[src/rtl/cassette_progress.sv]
// Feeds the cassette progress overlay: image size (max), bytes consumed (pos), visibility (ena), end flag (eof).
// Latency: every output is registered, one cycle after the input that causes it; no backpressure (strobes are never stalled).
module cassette_progress #(
    parameter logic [26:0] TIMEOUT = 27'd96_000_000
) (
    input  logic        i_clk,
    input  logic        reset,
    input  logic        dl_active,
    input  logic        dl_wr,
    input  logic [24:0] dl_addr,
    input  logic        rd_req,
    input  logic        motor,
    input  logic        rewind,
    input  logic        show_always,
    output logic [24:0] max,
    output logic [24:0] pos,
    output logic        ena,
    output logic        eof
);
    typedef enum logic [1:0] {S_EMPTY, S_LOADING, S_STOPPED, S_PLAYING} state_t;

    state_t      r_state;
    logic [24:0] r_size;
    logic [26:0] r_timer;

    logic [25:0] w_addr_p1;
    logic [24:0] w_wr_size;
    logic [24:0] w_size_nxt;
    logic [24:0] w_pos_inc;
    logic [26:0] w_timer_dec;
    logic        w_count;
    logic        w_at_end;

    // Writes may arrive out of order, so size tracks the highest address seen.
    assign w_addr_p1   = {1'b0, dl_addr} + 26'd1;
    assign w_wr_size   = w_addr_p1[25] ? 25'h1FF_FFFF : w_addr_p1[24:0];
    assign w_size_nxt  = (dl_wr && (w_wr_size > r_size)) ? w_wr_size : r_size;
    assign w_pos_inc   = (pos < max) ? pos + 25'd1 : pos;
    assign w_at_end    = (pos == max);
    assign w_timer_dec = (r_timer == 27'd0) ? 27'd0 : r_timer - 27'd1;
    assign w_count     = rd_req && ((r_state == S_PLAYING) ||
                                    ((r_state == S_STOPPED) && motor));

    always_ff @(posedge i_clk) begin
        if (reset) begin
            r_state <= S_EMPTY;
            r_size  <= 25'd0;
            r_timer <= 27'd0;
            max     <= 25'd0;
            pos     <= 25'd0;
            ena     <= 1'b0;
            eof     <= 1'b0;
        end else if (dl_active && (r_state != S_LOADING)) begin
            r_state <= S_LOADING;
            r_size  <= 25'd0;
            r_timer <= 27'd0;
            pos     <= 25'd0;
            ena     <= 1'b0;
            eof     <= 1'b0;
        end else begin
            case (r_state)
                S_EMPTY: begin
                    ena <= 1'b0;
                end
                S_LOADING: begin
                    r_size <= w_size_nxt;
                    ena    <= 1'b0;
                    if (!dl_active) begin
                        if (w_size_nxt == 25'd0) begin
                            r_state <= S_EMPTY;
                            max     <= 25'd0;
                        end else begin
                            r_state <= S_STOPPED;
                            max     <= w_size_nxt;
                            pos     <= 25'd0;
                            r_timer <= TIMEOUT;
                            ena     <= 1'b1;
                        end
                    end
                end
                S_STOPPED: begin
                    if (rewind) begin
                        pos <= 25'd0;
                        eof <= 1'b0;
                    end else begin
                        if (w_count) pos <= w_pos_inc;
                        eof <= w_at_end;
                    end
                    // A rewind restarts the hold so the user sees the bar clear.
                    if (motor) begin
                        r_state <= S_PLAYING;
                        r_timer <= TIMEOUT;
                        ena     <= 1'b1;
                    end else if (rewind) begin
                        r_timer <= TIMEOUT;
                        ena     <= 1'b1;
                    end else begin
                        r_timer <= w_timer_dec;
                        ena     <= show_always || (w_timer_dec != 27'd0);
                    end
                end
                S_PLAYING: begin
                    if (rewind) begin
                        pos <= 25'd0;
                        eof <= 1'b0;
                    end else begin
                        if (w_count) pos <= w_pos_inc;
                        eof <= w_at_end;
                    end
                    r_timer <= TIMEOUT;
                    ena     <= 1'b1;
                    if (!motor) r_state <= S_STOPPED;
                end
                default: begin
                    r_state <= S_EMPTY;
                end
            endcase
        end
    end
endmodule

[config.mk]
export PLATFORM = sky130hd
export DESIGN_NAME = cassette_progress
export DESIGN_NICKNAME = d
export VERILOG_FILES = /design/src/rtl/cassette_progress.sv
export SDC_FILE = /design/constraint.sdc
export NUM_CORES = 1
export LEC_CHECK = 0
export CAP_MARGIN = 5
export CELL_PAD_IN_SITES_DETAIL_PLACEMENT = 0
export CELL_PAD_IN_SITES_GLOBAL_PLACEMENT = 2
export CORE_ASPECT_RATIO = 1.75
export CORE_UTILIZATION = 30
export DETAILED_ROUTE_END_ITERATION = 8
export MAX_ROUTING_LAYER = met4
export PLACE_DENSITY_LB_ADDON = 0.15
export SETUP_SLACK_MARGIN = 0.15
export SLEW_MARGIN = 20
export SYNTH_ARGS = -nofsm -noshare
export SYNTH_HDL_FRONTEND = slang
export SYNTH_SLANG_ARGS = --single-unit
[constraint.sdc]
create_clock -name i_clk -period 16.3 [get_ports i_clk]
set_input_delay 4.075 -clock i_clk [delete_from_list [all_inputs] [get_ports i_clk]]
set_output_delay 4.075 -clock i_clk [all_outputs]
set_load 0.02 [all_outputs]
Yosys cells after proc, flatten, opt, wreduce, memory -nomap -nowiden
Index checks and enable logic that the tools add are counted.
Word-level totals
  flip-flop bits (word level): 106
  input bits: 33
  output and inout port bits: 52
  logic and storage cells: 76
Operators by class
  add/subtract/negate cells: 3
  order comparisons: 2
  equality and inequality tests: 14
  muxes and demuxes: 27
  bitwise operators: 2
  reductions and logical operators: 20
Operator list (count)
  $mux 25: 8
  $mux 27: 5
  $pmux 27 s3: 1
  $pmux 25 s2: 1
  $logic_not 27->1: 1
  $reduce_bool 27->1: 1
  $sub 27x1->27 const B: 1
  $add 25x1->26 const B: 1
  $add 25x1->25 const B: 1
  $eq 25x25->1: 1
  $gt 25x25->1: 1
  $logic_not 25->1: 1
  $lt 25x25->1: 1
  $mux 2: 4
  $ne 2x2->1 const B: 4
  $reduce_and 4->1: 2
  $mux 1: 6
  $ne 3x1->1 const B: 2
  $ne 3x2->1 const B: 2
  $pmux 2 s3: 1
  $reduce_and 3->1: 2
  $reduce_and 5->1: 1
  $eq 2x2->1 const B: 2
  $logic_and 1x1->1: 4
  other kinds (11): 14

Depth between registers and ports, before layout
Gate-level depths: netlist (run 1).
  word-level depth: 10
  gate-level depth with buffers: 18
  mapped depth without buffers: 15

Worst setup path after synthesis (run 1)
No wires, ideal clock.
  kind: input port to flip-flop
  start point: input dl_addr[5]
  end point: register r_size[23]
  library setup time: 0.128 ns
  data arrival time: 7.886 ns
  required time: 16.172 ns
  path slack: 8.287 ns
  stages on the path: 18
  path buffers: 5
  path through: buf_2 > nand3_1 > nor4_2 > nand3_1 > clkbuf_1 > clkbuf_1 > nand2_1 > ha_1 > a21oi_1 > nand2_1 > a221oi_1 > nand2_1 > o211ai_1 > or2_2 > clkbuf_1 > clkbuf_1 > mux2i_1 > nor2_1
Between the ends
  longest elaborated chain between the ends: 5
Ends and longest elaborated chain
  start, declared: line 10  | input logic [24:0] dl_addr,
  $add 25x1->26 *: line 35  | assign w_addr_p1 = {1'b0, dl_addr} + 26'd1;
  $mux 25 *: line 36  | assign w_wr_size = w_addr_p1[25] ? 25'h1FF_FFFF : w_addr_p1[24:0];
  $gt 25x25->1: line 37  | assign w_size_nxt = (dl_wr && (w_wr_size > r_size)) ? w_wr_size : r_size;
  $logic_and 1x1->1: line 37
  $mux 25 *: line 37
  end signal, assigned: line 66  | r_size <= w_size_nxt;
  end, declared: line 23  | logic [24:0] r_size;
Every way passes the cells marked *; elsewhere a longest branch is shown, timed or not.
A chain may end at the register's enable or synchronous reset.

Worst setup path after layout (run 1)
  start point: input dl_addr[5]
  end point: register pos[14]
Between the ends
  longest elaborated chain between the ends: 8
Ends and longest elaborated chain
  $add 25x1->26 *: line 35
  $mux 25 *: line 36
  $gt 25x25->1: line 37
  $logic_and 1x1->1: line 37
  $mux 25 *: line 37
  $logic_not 25->1 *: line 69  | if (w_size_nxt == 25'd0) begin
  $ne 2x2->1 (no source line) *
  $reduce_and 5->1 (no source line) *
  end signal, assigned: line 86  | if (w_count) pos <= w_pos_inc;
  end signal, assigned: line 107  | if (w_count) pos <= w_pos_inc;
  end, declared: line 16  | output logic [24:0] pos,
Marks and branches as above.

==> flow_metrics.py, run 1 <==
metrics = {
    "outcome": {
        "status": "finished, final reports clean",
    },
    "cells_and_area": {
        "nets": 1104,
        "antenna_cells": 0,
        "drive_gt1_share_pct": 4.69,
        "seqCellArea_mm2": 0.00212,
        "fillCellCount": 2591,
        "fin_cells": 1331,
        "multi_input_area_mm2": 0.00471,
        "area_growth_pct": 18.3,
    },
    "routing": {
        "drt_first_pass_iters": 5,
        "viasPerCell": 5.34,
        "routed_wl_mm": 25.3,
        "detail-route-antenna-nets": 0,
        "drt_iter0_drc": 326,
        "vias": 7103,
        "drc": 0,
        "routedWlPerCell_um": 19.0,
    },
    "placed_design": {
        "place_hpwl_mm": 19.5,
        "dp_cells": 1315,
        "post-place-ws_ns": 6.47,
        "portBuffers": 84,
        "gp_congestion": 0.843,
    },
    "synthesis": {
        "synth.distinct_cells": 69,
        "async_flop_share_pct": 0,
        "synth_most_common_cell": "dfxtp_1",
        "syn_area_per_cell_um2": 7.56,
        "yosysSeqAreaShare_pct": 29.0,
        "syn_nets": 1053,
        "synth_xor_area_share_pct": 2.64,
        "yosys_warnings": 0,
        "synth_fa_ha_area_share_pct": 9.08,
        "ys_top_cells_by_count": "dfxtp_1 (106), nor2_1 (97), nand2_1 (94)",
        "synth_top_cells_by_area": "dfxtp_1 (29%), ha_1 (9.1%), a21oi_1 (5.3%)",
        "synth-edff-count": 0,
        "synth_top_family_by_area": "simple AND/OR/NAND/NOR gates",
        "synth_top_area_cell": "dfxtp_1",
        "synth_compound_area_share_pct": 23.0,
        "synth.cell_area_mm2": 0.00731,
        "synth-seq-cells": 106,
        "muxShareOfSynthArea_pct": 2.11,
        "netlist.area_leader.share_pct": 29.0,
        "yosys_most_used_dff": "dfxtp_1",
        "syn_inst": 967,
        "yosys.area_share.simple_pct": 27.5,
    },
    "worst_setup_path": {
        "critPathKind": "in -> reg",
        "setup.worst_path.start": "dl_addr[5]",
        "end_kind": "flop",
        "critical_path_arrival_ns": 9.60,
        "rr_startpoint": "r_timer[0]",
        "crit_required_ns": 16.50,
        "crit_fanout": 51,
        "crit_path_start_kind": "input pin",
    },
    "sta": {
        "hold_viol_final": 0,
        "fin_crit_ns": 9.40,
        "worst_slew_pin_slew_ns": 1.05,
        "fin_tns_setup_ns": 0,
        "rsz0062_at_grt": "no",
        "worst_slack_ns": 6.90,
        "max_freq_ghz": 0.106,
        "finalClockSkew_ns": 0.0105,
        "period_share_pct": 57.7,
        "relSlewSlack_pct": 29.8,
        "drv_slew": 0,
        "setup_viol": 0,
    },
    "global_route": {
        "track_usage_pct": 21.2,
        "gr-total-overflow": 0,
        "grt_pass1_wl_mm": 39.9,
        "antenna_found_initial": 0,
        "first_global_vias": 6955,
        "grt_max_degree": 56,
    },
    "run": {
        "maxCapViolations": 0,
    },
    "worst_hold_path": {
        "holdCritStartpoint": "max[3]",
        "min_path_type": "reg -> reg",
    },
    "floorplan": {
        "core_mm2": 0.0239,
        "start_util_pct": 30.5,
        "die_area_mm2": 0.0250,
        "num_rows": 75,
        "die_x_um": 120,
        "pin_count": 85,
        "die-height_um": 208,
    },
    "clock_network": {
        "clock-sinks": 106,
        "path_clk_slew_ns": 0.07,
        "post_cts_resized": 0,
        "cts_buffer_depth": 2,
        "htree_levels": 3,
        "clock_latency_ns": 0.36,
        "cts_root_buffer": "clkbuf_16",
        "numCtsBuffers": 9,
        "ctsHoldBuffers": 0,
        "postCtsSetupBuffers": 0,
        "cts_tree": "done",
    },
    "pwr": {
        "cellLeakagePower_nw": 3.14,
        "p_per_area_mw_per_mm2": 69.2,
        "ir_worst_vdd_uv": 50.2,
        "finalPower_uw": 598,
    },
}
## critical path, cell delays in order
cell and delay (ns):
clkdlybuf4s50_1 0.71, nand3_1 0.39, nor4_2 0.86, nand3_1 0.15, buf_4 0.26, o21ai_0 0.27, ha_1 0.37, a21oi_1 0.19
o211ai_1 0.22, o211ai_1 0.21, nand2_1 0.07, o211ai_1 0.17, buf_4 0.49, or4_4 0.26, a21o_1 0.68, a31oi_1 0.18
## power breakdown
group / switching (mW) / internal, mW
Sequential: 0.00651 / 0.264
Clock: 0.105 / 0.104
Combinational: 0.0743 / 0.0442
## worst paths after layout
path / cells after the start / slack, ns / to
min: 2 / 0.48 / max[3]
max reg2reg: 10 / 12.56 / r_timer[17]
min reg2reg: 2 / 0.48 / max[3]
max: 16 / 6.90 / pos[14]
## stage by stage
step	hold slack, ns	cell area (µm²)	utilization, %
2_1_floorplan	0.465	7310	-
3_3_place_gp	0.460	8380	35.0
3_5_place_dp	0.468	8380	35.0
4_1_cts	0.477	8650	36.1
5_1_grt	0.499	8650	36.1
6_report	0.477	8650	36.1
## cell usage in the layout, fill, tap and decap left out, drive strengths merged, types with 16 or more instances in the layout
cell type      instances
nand2                 96
and3                  20
a211oi                32
o21ai                 30
ha                    53
a211o                 19
nor3                  32
or3                   16
nor2                  97
a21oi                 79
inv                   68
a31oi                 27
nand4                 33
nor4                  20
clkdlybuf4s50         84
nand3                 37
dfxtp                106
## cell families (layout without fill, tap and decap cells)
kind of cell / Yosys count / after routing
AOI/OAI and AO/OA: 254 / 254
xor gates and xnor gates: 22 / 22
adders and majority gates: 53 / 53
buffers and inverters: 121 / 177
DFF: 106 / 106
muxes: 15 / 15
and+or+nand+nor: 396 / 396
## per-layer routing
| layer | vias up | share of wire, % | GRT usage, % |
|---|---|---|---|
| li1 | 3647 | - | - |
| met1 | 3314 | 40 | 22.4 |
| met2 | 111 | 55 | 40.0 |
| met3 | 31 | 1.9 | 1.81 |
| met4 | 0 | 2.7 | 7.54 |
| met5 | - | 0 | - |
## area by class of cell
cell class | count | area share [%]
timing repair buffer | 93 | 10.5
clock inverter | 5 | 0.362
multi-input combinational | 740 | 54.5
tap | 308 | 4.46
clock buffer | 11 | 2.69
sequential | 106 | 24.5
inverter | 68 | 2.95
## state kept, by name, summed over array words and instances (netlist names)
register,cells
max,25
ena,1
r_state,2
pos,25
eof,1
r_size,25
r_timer,27
Note: power is estimated with default switching activity, not from simulation.
==> inputs of run 2 (changes only) <==
==> constraint.sdc (replaced) <==
create_clock -name i_clk -period 9.5 [get_ports i_clk]
set_input_delay 2.375 -clock i_clk [delete_from_list [all_inputs] [get_ports i_clk]]
set_output_delay 2.375 -clock i_clk [all_outputs]
set_load 0.02 [all_outputs]
==> run 2 against run 1 <==
Sequential share of layout area fell by 0.21 points; largest power group unchanged; non-clock buffer count rose by 1; highest routed layer unchanged; global-route usage rose by 0.65 points; sequential power rose by 72%; final cell count barely moved; clock power rose by 110%.
==> flow_metrics.py, run 2 (synthesis gave the netlist of run 1 again) <==
metrics = {
    "pwr": {
        "comb_power_share_pct": 18.5,
        "ir_worst_vdd_uv": 82.4,
        "power_frac_seq_pct": 42.2,
        "cellLeakagePower_nw": 3.18,
        "p_sw_uw": 319,
        "switching_share_pct": 29.0,
        "finalPower_mw": 1.10,
        "internal-power_uw": 782,
        "clkPwrFrac_pct": 39.3,
        "p_per_area_mw_per_mm2": 126,
    },
    "global_route": {
        "grt_max_degree": 56,
        "gr-total-overflow": 0,
        "antenna_found_initial": 0,
        "grt_pass1_wl_mm": 40.6,
        "track_usage_pct": 21.8,
        "first_global_vias": 7013,
    },
    "worst_setup_path": {
        "r2r_cells": 10,
        "crit_path_start_kind": "input pin",
        "critPathKind": "in -> reg",
        "r2r-end": "r_timer[8]",
        "rr_startpoint": "r_timer[0]",
        "crit_fanout": 44,
        "end_kind": "flop",
        "crit_required_ns": 9.72,
        "rrSetupSlack_ns": 5.79,
        "critical_path_arrival_ns": 7.68,
    },
    "run": {
        "maxCapViolations": 0,
    },
    "sta": {
        "max_freq_ghz": 0.134,
        "worst_slew_pin_slew_ns": 1.04,
        "rsz0062_at_grt": "no",
        "hold_viol_final": 0,
        "setup_viol": 0,
        "relSlewSlack_pct": 30.2,
        "fin_tns_setup_ns": 0,
        "drv_slew": 0,
        "whs_ns": 0.478,
        "fin_crit_ns": 7.46,
        "finalClockSkew_ns": 0.00865,
        "period_share_pct": 78.5,
    },
    "placed_design": {
        "place_hpwl_mm": 19.9,
        "gp_congestion": 0.856,
        "portBuffers": 84,
        "dp_cells": 1316,
        "placed_area_mm2": 0.00838,
    },
    "clock_network": {
        "post_cts_resized": 0,
        "postCtsSetupBuffers": 0,
        "cts_buffer_depth": 2,
        "cts_root_buffer": "clkbuf_16",
        "htree_levels": 3,
        "ctsHoldBuffers": 0,
        "numCtsBuffers": 9,
        "clock-sinks": 106,
        "path_clk_slew_ns": 0.07,
        "cts_tree": "done",
        "clock_latency_ns": 0.37,
    },
    "outcome": {
        "status": "finished, final reports clean",
    },
    "routing": {
        "vias": 7191,
        "routedWlPerCell_um": 19.4,
        "drt_first_pass_iters": 5,
        "viasPerCell": 5.40,
        "drc": 0,
        "routed_wl_mm": 25.8,
        "drt_iter0_drc": 410,
        "detail-route-antenna-nets": 0,
    },
    "cells_and_area": {
        "area_growth_pct": 19.4,
        "fin_cells": 1332,
        "largest_reg_flops": 27,
        "drive_gt1_share_pct": 4.88,
        "antenna_cells": 0,
        "final_cell_area_mm2": 0.00872,
        "final_cell_mix": "dfxtp_1 (106), nor2_1 (97), nand2_1 (94), clkdlybuf4s50_1 (84), a21oi_1 (78)",
        "top_register": "r_timer",
        "final_common_cell": "dfxtp_1",
        "nets": 1105,
    },
    "worst_hold_path": {
        "holdCritStartpoint": "max[2]",
        "min_to": "max[2]",
        "min_path_type": "reg -> reg",
        "hold_path_depth": 2,
    },
    "floorplan": {
        "die_x_um": 120,
        "start_util_pct": 30.5,
        "core_mm2": 0.0239,
        "num_rows": 75,
        "die-height_um": 208,
        "pin_count": 85,
        "die_area_mm2": 0.0250,
    },
}
-- run 2: final cells by class --
| type | instances | area [µm²] |
|---|---|---|
| fillers | 2603 | 15200 |
| well taps | 308 | 385 |
| clock buffers | 12 | 267 |
| clock inverters | 4 | 72.6 |
| inverters | 68 | 255 |
| multi-input cells | 740 | 4700 |
| flip-flops and latches | 106 | 2120 |
| repair buffers | 94 | 916 |
-- run 2: per-layer routing --
metal,global-route usage (%),vias up,part of all wire (%)
met4,7.72,0,2.4
met3,2.58,30,2.6
met1,23.5,3356,40
met5,-,-,0
li1,-,3656,-
met2,40.3,149,55
-- run 2: critical path: stages --
cell and delay [ns]:
clkdlybuf4s50_1 0.62, ha_1 0.29, nand4_1 0.21, nor4_1 0.60, buf_4 0.26, nand3_1 0.13
xor2_1 0.16, nand2_1 0.12, ha_1 0.33, a21oi_1 0.16, nor2_1 0.05, a211oi_1 0.36
o21ai_0 0.13, o211ai_1 0.45, buf_4 0.33, or2_2 0.76, mux2i_1 0.26, nor2_1 0.05
-- run 2: power by group through the flow --
| stage | combinational, mW | sequential (mW) | clock, mW |
|---|---|---|---|
| after global routing | 0.227 | 0.466 | 0.464 |
| after floorplan | 0.132 | 0.475 | 0 |
| after detailed placement | 0.204 | 0.476 | 0 |
| after CTS | 0.206 | 0.465 | 0.445 |
| final | 0.204 | 0.465 | 0.432 |
| after global placement | 0.205 | 0.476 | 0 |
-- run 2: worst max path at each step --
| stage | endpoint | from |
|---|---|---|
| detailed placement | r_size[0] | dl_addr[1] |
| CTS | r_size[0] | dl_addr[1] |
| finish | r_size[17] | dl_addr[1] |
| global placement | r_size[23] | dl_addr[1] |
| floorplan | r_size[23] | dl_addr[5] |
| global route | r_size[14] | dl_addr[5] |
-- run 2: through the flow --
step	util, %	worst slack [ns]
5_1_grt	36.4	1.62
6_report	36.4	2.04
3_5_place_dp	35.0	1.63
4_1_cts	36.4	2.00
3_3_place_gp	35.0	1.64
2_1_floorplan	-	3.19
==> inputs of run 3 (changes only) <==
==> constraint.sdc (replaced) <==
create_clock -name i_clk -period 6 [get_ports i_clk]
set_input_delay 1.5 -clock i_clk [delete_from_list [all_inputs] [get_ports i_clk]]
set_output_delay 1.5 -clock i_clk [all_outputs]
set_load 0.02 [all_outputs]
==> run 3 against run 2 <==
Sequential power is 58% higher; first-iteration DRC count is 0.49% lower; global-route usage hardly changed.
==> flow_metrics.py, run 3 (synthesis gave the netlist of run 1 again) <==
metrics = {
    "worst_setup_path": {
        "r2r_cells": 10,
        "rrSetupSlack_ns": 2.28,
        "crit_required_ns": 6.30,
        "crit_fanout": 25,
        "crit_path_frequent_cell": "buf_4",
        "path_cells": "clkdlybuf4s50_1 -> buf_4 -> nand3_1 -> nor4_2 -> buf_4 -> nand3_1 -> buf_12 -> o21ai_0 -> ha_1 -> a21oi_1 -> o211ai_1 -> o211ai_1 -> nand2_1 -> o211ai_1 -> buf_4 -> buf_4 -> nor2_1 -> a211o_1 -> a21oi_1",
        "cpPeakStageDelay_ns": 0.54,
        "end_kind": "flop",
        "crit_path_start_kind": "input pin",
        "critPathKind": "in -> reg",
        "crit_slowest_cell": "clkdlybuf4s50_1",
        "critical_path_arrival_ns": 5.79,
    },
    "pwr": {
        "clkPwrFrac_pct": 34.4,
        "switching_share_pct": 30.0,
        "power_frac_seq_pct": 44.7,
        "ir_worst_vdd_uv": 141,
        "finalPower_mw": 1.65,
        "cellLeakagePower_nw": 3.33,
        "comb_power_share_pct": 21.0,
        "p_per_area_mw_per_mm2": 184,
        "internal-power_mw": 1.15,
        "p_sw_uw": 494,
    },
    "sta": {
        "setup_viol": 0,
        "hold_viol_final": 0,
        "finalClockSkew_ns": 0.00665,
        "drv_slew": 0,
        "period_share_pct": 91.5,
        "fin_crit_ns": 5.49,
        "max_freq_ghz": 0.182,
        "relSlewSlack_pct": 46.6,
        "rsz0062_at_grt": "no",
        "worst_slew_pin_slew_ns": 0.800,
        "whs_ns": 0.466,
    },
    "floorplan": {
        "core_mm2": 0.0239,
        "die_x_um": 120,
        "die_area_mm2": 0.0250,
        "die-height_um": 208,
        "pin_count": 85,
        "num_rows": 75,
        "start_util_pct": 30.5,
    },
    "routing": {
        "detail-route-antenna-nets": 0,
        "drt_first_pass_iters": 5,
        "viasPerCell": 5.40,
        "routedWlPerCell_um": 18.9,
        "routed_wl_mm": 25.8,
        "vias": 7373,
        "drc": 0,
        "drt_iter0_drc": 408,
    },
    "placed_design": {
        "portBuffers": 84,
        "dp_cells": 1349,
        "place_hpwl_mm": 20.4,
        "gp_congestion": 0.839,
    },
    "worst_hold_path": {
        "hold_path_depth": 2,
        "min_path_type": "reg -> reg",
    },
    "global_route": {
        "grt_pass1_wl_mm": 40.6,
        "grt_max_degree": 46,
        "antenna_found_initial": 0,
        "first_global_vias": 7259,
        "track_usage_pct": 21.9,
        "gr-total-overflow": 0,
    },
    "clock_network": {
        "clock_latency_ns": 0.37,
        "cts_buffer_depth": 2,
        "cts_tree": "done",
        "cts_root_buffer": "clkbuf_16",
        "htree_levels": 3,
        "ctsHoldBuffers": 0,
        "path_clk_slew_ns": 0.07,
        "clock-sinks": 106,
        "numCtsBuffers": 9,
    },
    "cells_and_area": {
        "area_growth_pct": 22.8,
        "antenna_cells": 0,
        "largest_reg_flops": 27,
        "final_common_cell": "dfxtp_1",
        "fin_cells": 1365,
        "drive_gt1_share_pct": 8.04,
        "nets": 1141,
        "final_cell_mix": "dfxtp_1 (106), nor2_1 (97), nand2_1 (94), clkdlybuf4s50_1 (84), a21oi_1 (78)",
        "top_register": "r_timer",
    },
    "outcome": {
        "status": "finished, final reports clean",
    },
    "run": {
        "maxCapViolations": 0,
    },
}
-- run 3: cell types whose count changed in the layout (fill, tap and decap cells not counted), moves of 2 or more --
cell | before | now
buf_4 | 10 | 43
buf_12 | 0 | 3
nor4_1 | 18 | 15
nor4_2 | 1 | 4
bufinv_16 | 2 | 0
clkbuf_1 | 0 | 2
-- run 3: metrics by stage --
stage	TNS, ns	instance area (µm²)	util [%]	setup WS (ns)
CTS	0	8930	37.3	0.305
detailed placement	-1.85	8670	36.2	-0.0768
global placement	0	8670	36.2	0.0163
floorplan	0	7310	-	0.562
global route	0	8970	37.5	0.124
finish	0	8970	37.5	0.511
-- run 3: critical path: cells and delay by family --
kind | cells | cell delay [ns]
AND/OR/NAND/NOR | 5 | 0.67
AO/OA/AOI/OAI | 7 | 1.58
adder cells (fa/ha/maj) | 1 | 0.35
buffers and inverters | 6 | 1.67
-- run 3: area by class of cell --
| cell class | instances | area, µm² |
|---|---|---|
| clock buffer | 13 | 260 |
| multi-input combinational | 740 | 4730 |
| inverter | 68 | 255 |
| tap | 308 | 385 |
| fill | 2630 | 15000 |
| sequential | 106 | 2120 |
| timing repair buffer | 130 | 1220 |
-- run 3: worst paths after layout --
check | from | endpoint
setup / recovery | dl_addr[0] | max[14]
hold / removal | max[5] | max[5]
setup reg to reg | r_timer[0] | r_timer[17]
hold reg to reg | max[5] | max[5]
-- run 3: power groups by stage --
| stage | sequential (mW) | clock (mW) | combinational (mW) |
|---|---|---|---|
| after floorplan | 0.752 | 0 | 0.208 |
| after global placement | 0.753 | 0 | 0.347 |
| after detailed placement | 0.753 | 0 | 0.344 |
| after CTS | 0.737 | 0.589 | 0.346 |
| after global routing | 0.738 | 0.613 | 0.382 |
| final | 0.736 | 0.566 | 0.345 |
-- run 3: layer usage --
layer | vias to the layer above | routed length (µm) | GRT usage (%)
met5 | - | 0 | -
met2 | 122 | 14500 | 41.6
met4 | 0 | 680 | 8.49
met3 | 30 | 475 | 2.22
met1 | 3500 | 10200 | 22.5
li1 | 3721 | - | -
-- run 3: timing repair --
action | in CTS | in global routing
resized for setup | 0 | 4
setup buffers | 0 | 3
setup endpoints to repair | 0 | 84
